**config.mk**
```make
export PLATFORM = sky130hd
export DESIGN_NAME = pipe_hazard_ctrl
export DESIGN_NICKNAME = d
export VERILOG_FILES = /design/src/rtl/pipe_hazard_ctrl_pkg.sv /design/src/rtl/pipe_hazard_ctrl_hazard_detect.sv /design/src/rtl/pipe_hazard_ctrl.sv
export SDC_FILE = /design/constraint.sdc
export NUM_CORES = 1
export LEC_CHECK = 0
export BUFFER_PORTS_ARGS = -buffer_cell sky130_fd_sc_hd__buf_2
export CELL_PAD_IN_SITES_DETAIL_PLACEMENT = 1
export CELL_PAD_IN_SITES_GLOBAL_PLACEMENT = 1
export CORE_AREA = 8 8 87 89
export CTS_CLUSTER_SIZE = 25
export DETAILED_ROUTE_END_ITERATION = 12
export DIE_AREA = 0 0 95 97
export PLACE_DENSITY = 0.91
export REMOVE_ABC_BUFFERS = 1
export SETUP_SLACK_MARGIN = 0.3
export SYNTH_ARGS = -nofsm -noshare
export SYNTH_HDL_FRONTEND = slang
export SYNTH_HIERARCHICAL = 1
export SYNTH_SLANG_ARGS = --single-unit
```
**constraint.sdc**
```tcl
create_clock -name clk -period 4.7 [get_ports clk]
set_input_delay 0.235 -clock clk [delete_from_list [all_inputs] [get_ports clk]]
set_output_delay 0.235 -clock clk [all_outputs]
set_load 0.05 [all_outputs]
```
**src/rtl/pipe_hazard_ctrl_pkg.sv**
```systemverilog
// Shared definitions for the pipeline hazard sequencer: default widths,
// FSM state encoding and the packed bundle of latch-control outputs.
package pipe_hazard_ctrl_pkg;

  localparam int REG_W_DEF       = 4;
  localparam int CNT_W_DEF       = 16;
  localparam int MEM_TIMEOUT_DEF = 255;

  typedef enum logic [1:0] {
    ST_RUN   = 2'd0,
    ST_MWAIT = 2'd1,
    ST_HALT  = 2'd2
  } state_t;

  typedef struct packed {
    logic pc_en;
    logic ifid_en;
    logic ifid_flush;
    logic idex_en;
    logic idex_flush;
    logic exmem_en;
    logic exmem_flush;
    logic memwb_flush;
    logic pc_redirect;
  } ctrl_t;

  // One constant per decode outcome; a memory stall and HALT share a pattern
  localparam ctrl_t CTRL_RESET  = '{1'b0, 1'b0, 1'b1, 1'b0, 1'b1, 1'b0, 1'b1, 1'b1, 1'b0};
  localparam ctrl_t CTRL_FREEZE = '{1'b0, 1'b0, 1'b0, 1'b0, 1'b0, 1'b0, 1'b0, 1'b1, 1'b0};
  localparam ctrl_t CTRL_BRANCH = '{1'b1, 1'b1, 1'b1, 1'b1, 1'b1, 1'b1, 1'b1, 1'b0, 1'b1};
  localparam ctrl_t CTRL_BUBBLE = '{1'b0, 1'b0, 1'b0, 1'b1, 1'b1, 1'b1, 1'b0, 1'b0, 1'b0};
  localparam ctrl_t CTRL_NONE   = '{1'b1, 1'b1, 1'b0, 1'b1, 1'b0, 1'b1, 1'b0, 1'b0, 1'b0};

endpackage

```
**src/rtl/pipe_hazard_ctrl_hazard_detect.sv**
```systemverilog
// Load-use hazard compare between the instruction in ID and the load in EX.
// Purely combinational so the forwarding unit can reuse it.
module pipe_hazard_ctrl_hazard_detect #(
  parameter int REG_W = 4
) (
  input  logic [REG_W-1:0] id_rs,
  input  logic [REG_W-1:0] id_rt,
  input  logic             id_uses_rs,
  input  logic             id_uses_rt,
  input  logic [REG_W-1:0] ex_rd,
  input  logic             ex_is_load,
  input  logic             ex_regwrite,
  output logic             loaduse
);

  logic rs_hit;
  logic rt_hit;

  assign rs_hit  = id_uses_rs & (id_rs == ex_rd);
  assign rt_hit  = id_uses_rt & (id_rt == ex_rd);
  // Register 0 is hardwired, so a load targeting it never creates a hazard
  assign loaduse = ex_is_load & ex_regwrite & (ex_rd != '0) & (rs_hit | rt_hit);

endmodule

```
**src/rtl/pipe_hazard_ctrl.sv**
```systemverilog
// Pipeline sequencer: decodes stall/flush/enable controls for the five stage
// latches and tracks memory-wait timeout and performance counters.
module pipe_hazard_ctrl
  import pipe_hazard_ctrl_pkg::*;
#(
  parameter int REG_W       = REG_W_DEF,
  parameter int CNT_W       = CNT_W_DEF,
  parameter int MEM_TIMEOUT = MEM_TIMEOUT_DEF
) (
  input  logic             clk,
  input  logic             reset,
  input  logic [REG_W-1:0] id_rs,
  input  logic [REG_W-1:0] id_rt,
  input  logic             id_uses_rs,
  input  logic             id_uses_rt,
  input  logic [REG_W-1:0] ex_rd,
  input  logic             ex_is_load,
  input  logic             ex_regwrite,
  input  logic             mem_br_taken,
  input  logic             mem_req,
  input  logic             mem_ready,
  output logic             pc_en,
  output logic             ifid_en,
  output logic             ifid_flush,
  output logic             idex_en,
  output logic             idex_flush,
  output logic             exmem_en,
  output logic             exmem_flush,
  output logic             memwb_flush,
  output logic             pc_redirect,
  output logic             mem_err,
  output logic [CNT_W-1:0] stall_cnt,
  output logic [CNT_W-1:0] flush_cnt,
  output state_t           dbg_state
);

  localparam int WCNT_W = $clog2(MEM_TIMEOUT + 1);

  state_t            state;
  logic [WCNT_W-1:0] wait_cnt;
  logic              memstall;
  logic              loaduse;
  ctrl_t             ctrl;

  assign memstall  = mem_req & ~mem_ready;
  assign dbg_state = state;

  pipe_hazard_ctrl_hazard_detect #(.REG_W(REG_W)) u_hazard_detect (
    .id_rs       (id_rs),
    .id_rt       (id_rt),
    .id_uses_rs  (id_uses_rs),
    .id_uses_rt  (id_uses_rt),
    .ex_rd       (ex_rd),
    .ex_is_load  (ex_is_load),
    .ex_regwrite (ex_regwrite),
    .loaduse     (loaduse)
  );

  // Priority: reset, halt, memory stall, taken branch, load-use bubble
  always_comb begin
    ctrl = CTRL_NONE;
    if (reset) begin
      ctrl = CTRL_RESET;
    end else if (state == ST_HALT) begin
      ctrl = CTRL_FREEZE;
    end else if (memstall) begin
      ctrl = CTRL_FREEZE;
    end else if (mem_br_taken) begin
      ctrl = CTRL_BRANCH;
    end else if (loaduse) begin
      ctrl = CTRL_BUBBLE;
    end
  end

  assign pc_en       = ctrl.pc_en;
  assign ifid_en     = ctrl.ifid_en;
  assign ifid_flush  = ctrl.ifid_flush;
  assign idex_en     = ctrl.idex_en;
  assign idex_flush  = ctrl.idex_flush;
  assign exmem_en    = ctrl.exmem_en;
  assign exmem_flush = ctrl.exmem_flush;
  assign memwb_flush = ctrl.memwb_flush;
  assign pc_redirect = ctrl.pc_redirect;

  always_ff @(posedge clk) begin
    if (reset) begin
      state     <= ST_RUN;
      wait_cnt  <= '0;
      mem_err   <= 1'b0;
      stall_cnt <= '0;
      flush_cnt <= '0;
    end else begin
      if (!ctrl.pc_en && (stall_cnt != '1)) begin
        stall_cnt <= stall_cnt + 1'b1;
      end
      if (ctrl.pc_redirect && (flush_cnt != '1)) begin
        flush_cnt <= flush_cnt + 1'b1;
      end
      case (state)
        ST_RUN: begin
          if (memstall) begin
            state    <= ST_MWAIT;
            wait_cnt <= '0;
          end
        end
        ST_MWAIT: begin
          if (!memstall) begin
            state    <= ST_RUN;
            wait_cnt <= '0;
          end else if (wait_cnt == WCNT_W'(MEM_TIMEOUT)) begin
            state   <= ST_HALT;
            mem_err <= 1'b1;
          end else begin
            wait_cnt <= wait_cnt + 1'b1;
          end
        end
        ST_HALT: begin
          mem_err <= 1'b1;
        end
        default: begin
          state    <= ST_RUN;
          wait_cnt <= '0;
        end
      endcase
    end
  end

endmodule

```
==> flow_summary.json <==
{
  "cts_resized": 0,
  "stdcell_count": 430,
  "vias_per_cell": 5.87,
  "port-buffer-count": 64,
  "synth_compound_area_share_pct": 17.8,
  "clock_path_buffers": 2,
  "layout.nets": 377,
  "netSwitchingPower_uw": 207,
  "tritoncts": "yes",
  "track_usage_pct": 16.3,
  "htree_num_levels": 2,
  "worst-setup-path-type": "flip-flop to flip-flop",
  "synth-xor-area-share_pct": 2.78,
  "cts_hold_buf": 0,
  "fin_ws_ps": 2410,
  "core-area_um2": 6200,
  "maxCapViolations": 0,
  "synth_top_family_by_area": "simple AND/OR/NAND/NOR gates",
  "rows": 29,
  "dr.first_iter.drc_count": 87,
  "max_freq_mhz": 437,
  "hp-start": "mem_ready",
  "crit_arrival_ps": 2470,
  "cpPeakStageDelay_ps": 820,
  "finalHoldViolations": 0,
  "yosysTopAreaCellShare_pct": 34.2,
  "async_flop_share_pct": 0,
  "crit_required_ps": 4890,
  "yosysSeqAreaShare_pct": 34.2,
  "rsz0062_at_grt": "no",
  "wl_per_cell_um": 17.4,
  "holdPathStages": 4,
  "post_dp_cell_area_um2": 2860,
  "post-cts-setup-buffer-count": 0,
  "fillers": 770,
  "post-route-period-util_pct": 48.7,
  "antenna_left": 0,
  "p_sw_share_pct": 28.8,
  "crit_chain": "ha_1 -> nand4_2 -> nor4_4 -> nor4_1 -> mux2_2",
  "r2r_slack_ps": 2410,
  "antenna_found_initial": 0,
  "fin_crit_ps": 2290,
  "hold_slack_ps": 293,
  "sequentialPowerShare_pct": 52.1,
  "finClkSkew_ps": 9.40,
  "endpoint_kind": "flip-flop",
  "netlist_instances": 295,
  "synth_area_leader_cell": "dfxtp_1",
  "muxShareOfSynthArea_pct": 5.32,
  "synth_seq_cells": 43,
  "pwr-share-comb_pct": 13.5,
  "yosys.area_share.simple_pct": 33.1,
  "hold_end": "dbg_state[0]",
  "power_density_nw_per_um2": 244,
  "root_buffer": "clkbuf_8",
  "avgSynthCellArea_um2": 8.54,
  "internal_power_uw": 513,
  "grt_pass1_vias": 2503,
  "ys_top_cells_by_area": "dfxtp_1 34%, mux2_2 4.9%, nand3_1 4.0%, a21oi_1 3.8%, o31ai_1 3.3%",
  "p_leak_uw": 0.00116,
  "vias": 2526,
  "place_hpwl_mm": 5.56,
  "r2r_cells": 5,
  "status": "finished, final reports clean",
  "io_pins": 65,
  "setup_viol": 0,
  "finalWirelength_mm": 7.47,
  "slew-limit-headroom_pct": 34.9,
  "dieArea_um2": 9220,
  "grt_max_degree": 45,
  "tightest_slew_ps": 969,
  "cts_buffers": 5,
  "synth.most_common_cell": "dfxtp_1",
  "die_h_um": 97,
  "yosys_warnings": 6,
  "grt_pass1_wl_mm": 12.4,
  "cts.sinks": 43,
  "ir_worst_vdd_uv": 134,
  "synthFlopType": "dfxtp_1",
  "r2r_start": "stall_cnt[0]",
  "synthAdderAreaFrac_pct": 1.49,
  "dpl_worst_slack_ps": 2370,
  "gp_congestion": 0.840,
  "grt.overflow.total": 0,
  "dpl.cell_count": 423,
  "syn-cell-area_um2": 2520,
  "die_x_um": 95,
  "worstHoldPathType": "input pin to flip-flop",
  "synthTopCellsByCount": "43 x dfxtp_1, 21 x nor2_1, 20 x nand3_1",
  "slew_viol_final": 0,
  "critical_path.startpoint_type": "flip-flop",
  "dr.pass1.iters": 4,
  "drive_above_1_share_pct": 27.2,
  "synth_edf_count": 0,
  "clk_latency_ps": 300,
  "worst-path-max-fanout": 16,
  "cp_slowest_cell": "nor4_4",
  "ys_types": 51,
  "start_util_pct": 40.6,
  "power_frac_clock_pct": 34.4,
  "r2r-end": "stall_cnt[9]",
  "drc_errors": 0,
  "clk_pin_slew_ps": 80,
  "area_delta_synth_final_pct": 16.9,
  "finalInstanceArea_um2": 2940,
  "antenna_cells": 0,
  "setup_tns_ps": 0
}
## stage by stage
step | util (%) | total power (µW)
6_report | 47.4 | 720
5_1_grt | 47.4 | 749
4_1_cts | 47.4 | 726
3_5_place_dp | 46.0 | 481
3_3_place_gp | 46.0 | 478
2_1_floorplan | - | 445
## flip-flops by register name, summed over array words and instances, names as in the netlist
signal / cells
dbg_state: 2
flush_cnt: 16
mem_err: 1
stall_cnt: 16
wait_cnt: 8
## metal layers
| metal | global-route usage (%) | vias up | wire, µm |
|---|---|---|---|
| met3 | 3.25 | 8 | 274 |
| met4 | 4.57 | 0 | 95 |
| met2 | 28.4 | 39 | 3820 |
| met5 | 0 | - | 0 |
| met1 | 19.4 | 1226 | 3280 |
| li1 | - | 1253 | - |
## critical path: cells and delay by family (launching register included)
family / cells / cell delay (ps)
AND/OR/NAND/NOR: 3 / 1230
flip-flops: 1 / 400
multiplexers: 1 / 310
adder cells (fa/ha/maj): 1 / 240
## power by group through the flow
stage	Sequential [µW]	Clock [µW]	Combinational, µW
floorplan	397	0	48.1
global placement	384	0	94.3
detailed placement	384	0	97.0
CTS	375	253	97.7
global route	376	268	104
finish	375	247	97.0
## placed cells by master (no fill, tap or decap), drive strengths merged, types with 8 or more instances in the layout
| master | instances |
|---|---|
| buf | 66 |
| dfxtp | 43 |
| nor2 | 21 |
| nand3 | 20 |
| a21oi | 19 |
| nand2 | 14 |
| nor4 | 14 |
| nor2b | 12 |
| inv | 11 |
| o31ai | 11 |
| mux2 | 11 |
| or4 | 11 |
| o21ai | 10 |
| nor3 | 10 |
| nand4 | 10 |
| or3 | 8 |
## cell families (layout without fill, tap and decap cells)
| logic type | count (synthesis) | in the layout |
|---|---|---|
| multiplexers | 12 | 12 |
| AND/OR/NAND/NOR | 139 | 139 |
| adder cells (fa/ha/maj) | 3 | 3 |
| AO/OA/AOI/OAI | 64 | 64 |
| flip-flops | 43 | 43 |
| buffers and inverters | 26 | 84 |
| XOR/XNOR | 8 | 8 |
## cell type report
cell class / count / area, µm² / area share (%)
inverter: 11 / 41.3 / 1.40
tap: 77 / 96.3 / 3.27
multi-input combinational: 226 / 1520 / 51.7
clock buffer: 6 / 82.6 / 2.80
timing repair buffer: 66 / 335 / 11.4
sequential: 43 / 861 / 29.2
clock inverter: 1 / 5.00 / 0.170
## how the worst max path moves through the flow
stage                 start       endpoint  slack, ps  cells past startpoint
3_3_place_gp       ex_rd[1]  stall_cnt[15]       2430                      9
5_1_grt        stall_cnt[0]   stall_cnt[9]       2260                      5
4_1_cts        stall_cnt[0]  stall_cnt[15]       2420                      5
3_5_place_dp       ex_rd[1]  stall_cnt[10]       2370                      9
6_report       stall_cnt[0]   stall_cnt[9]       2410                      5
2_1_floorplan  dbg_state[0]     idex_flush        760                      3
No activity file was read; power rests on OpenSTA's default activity.
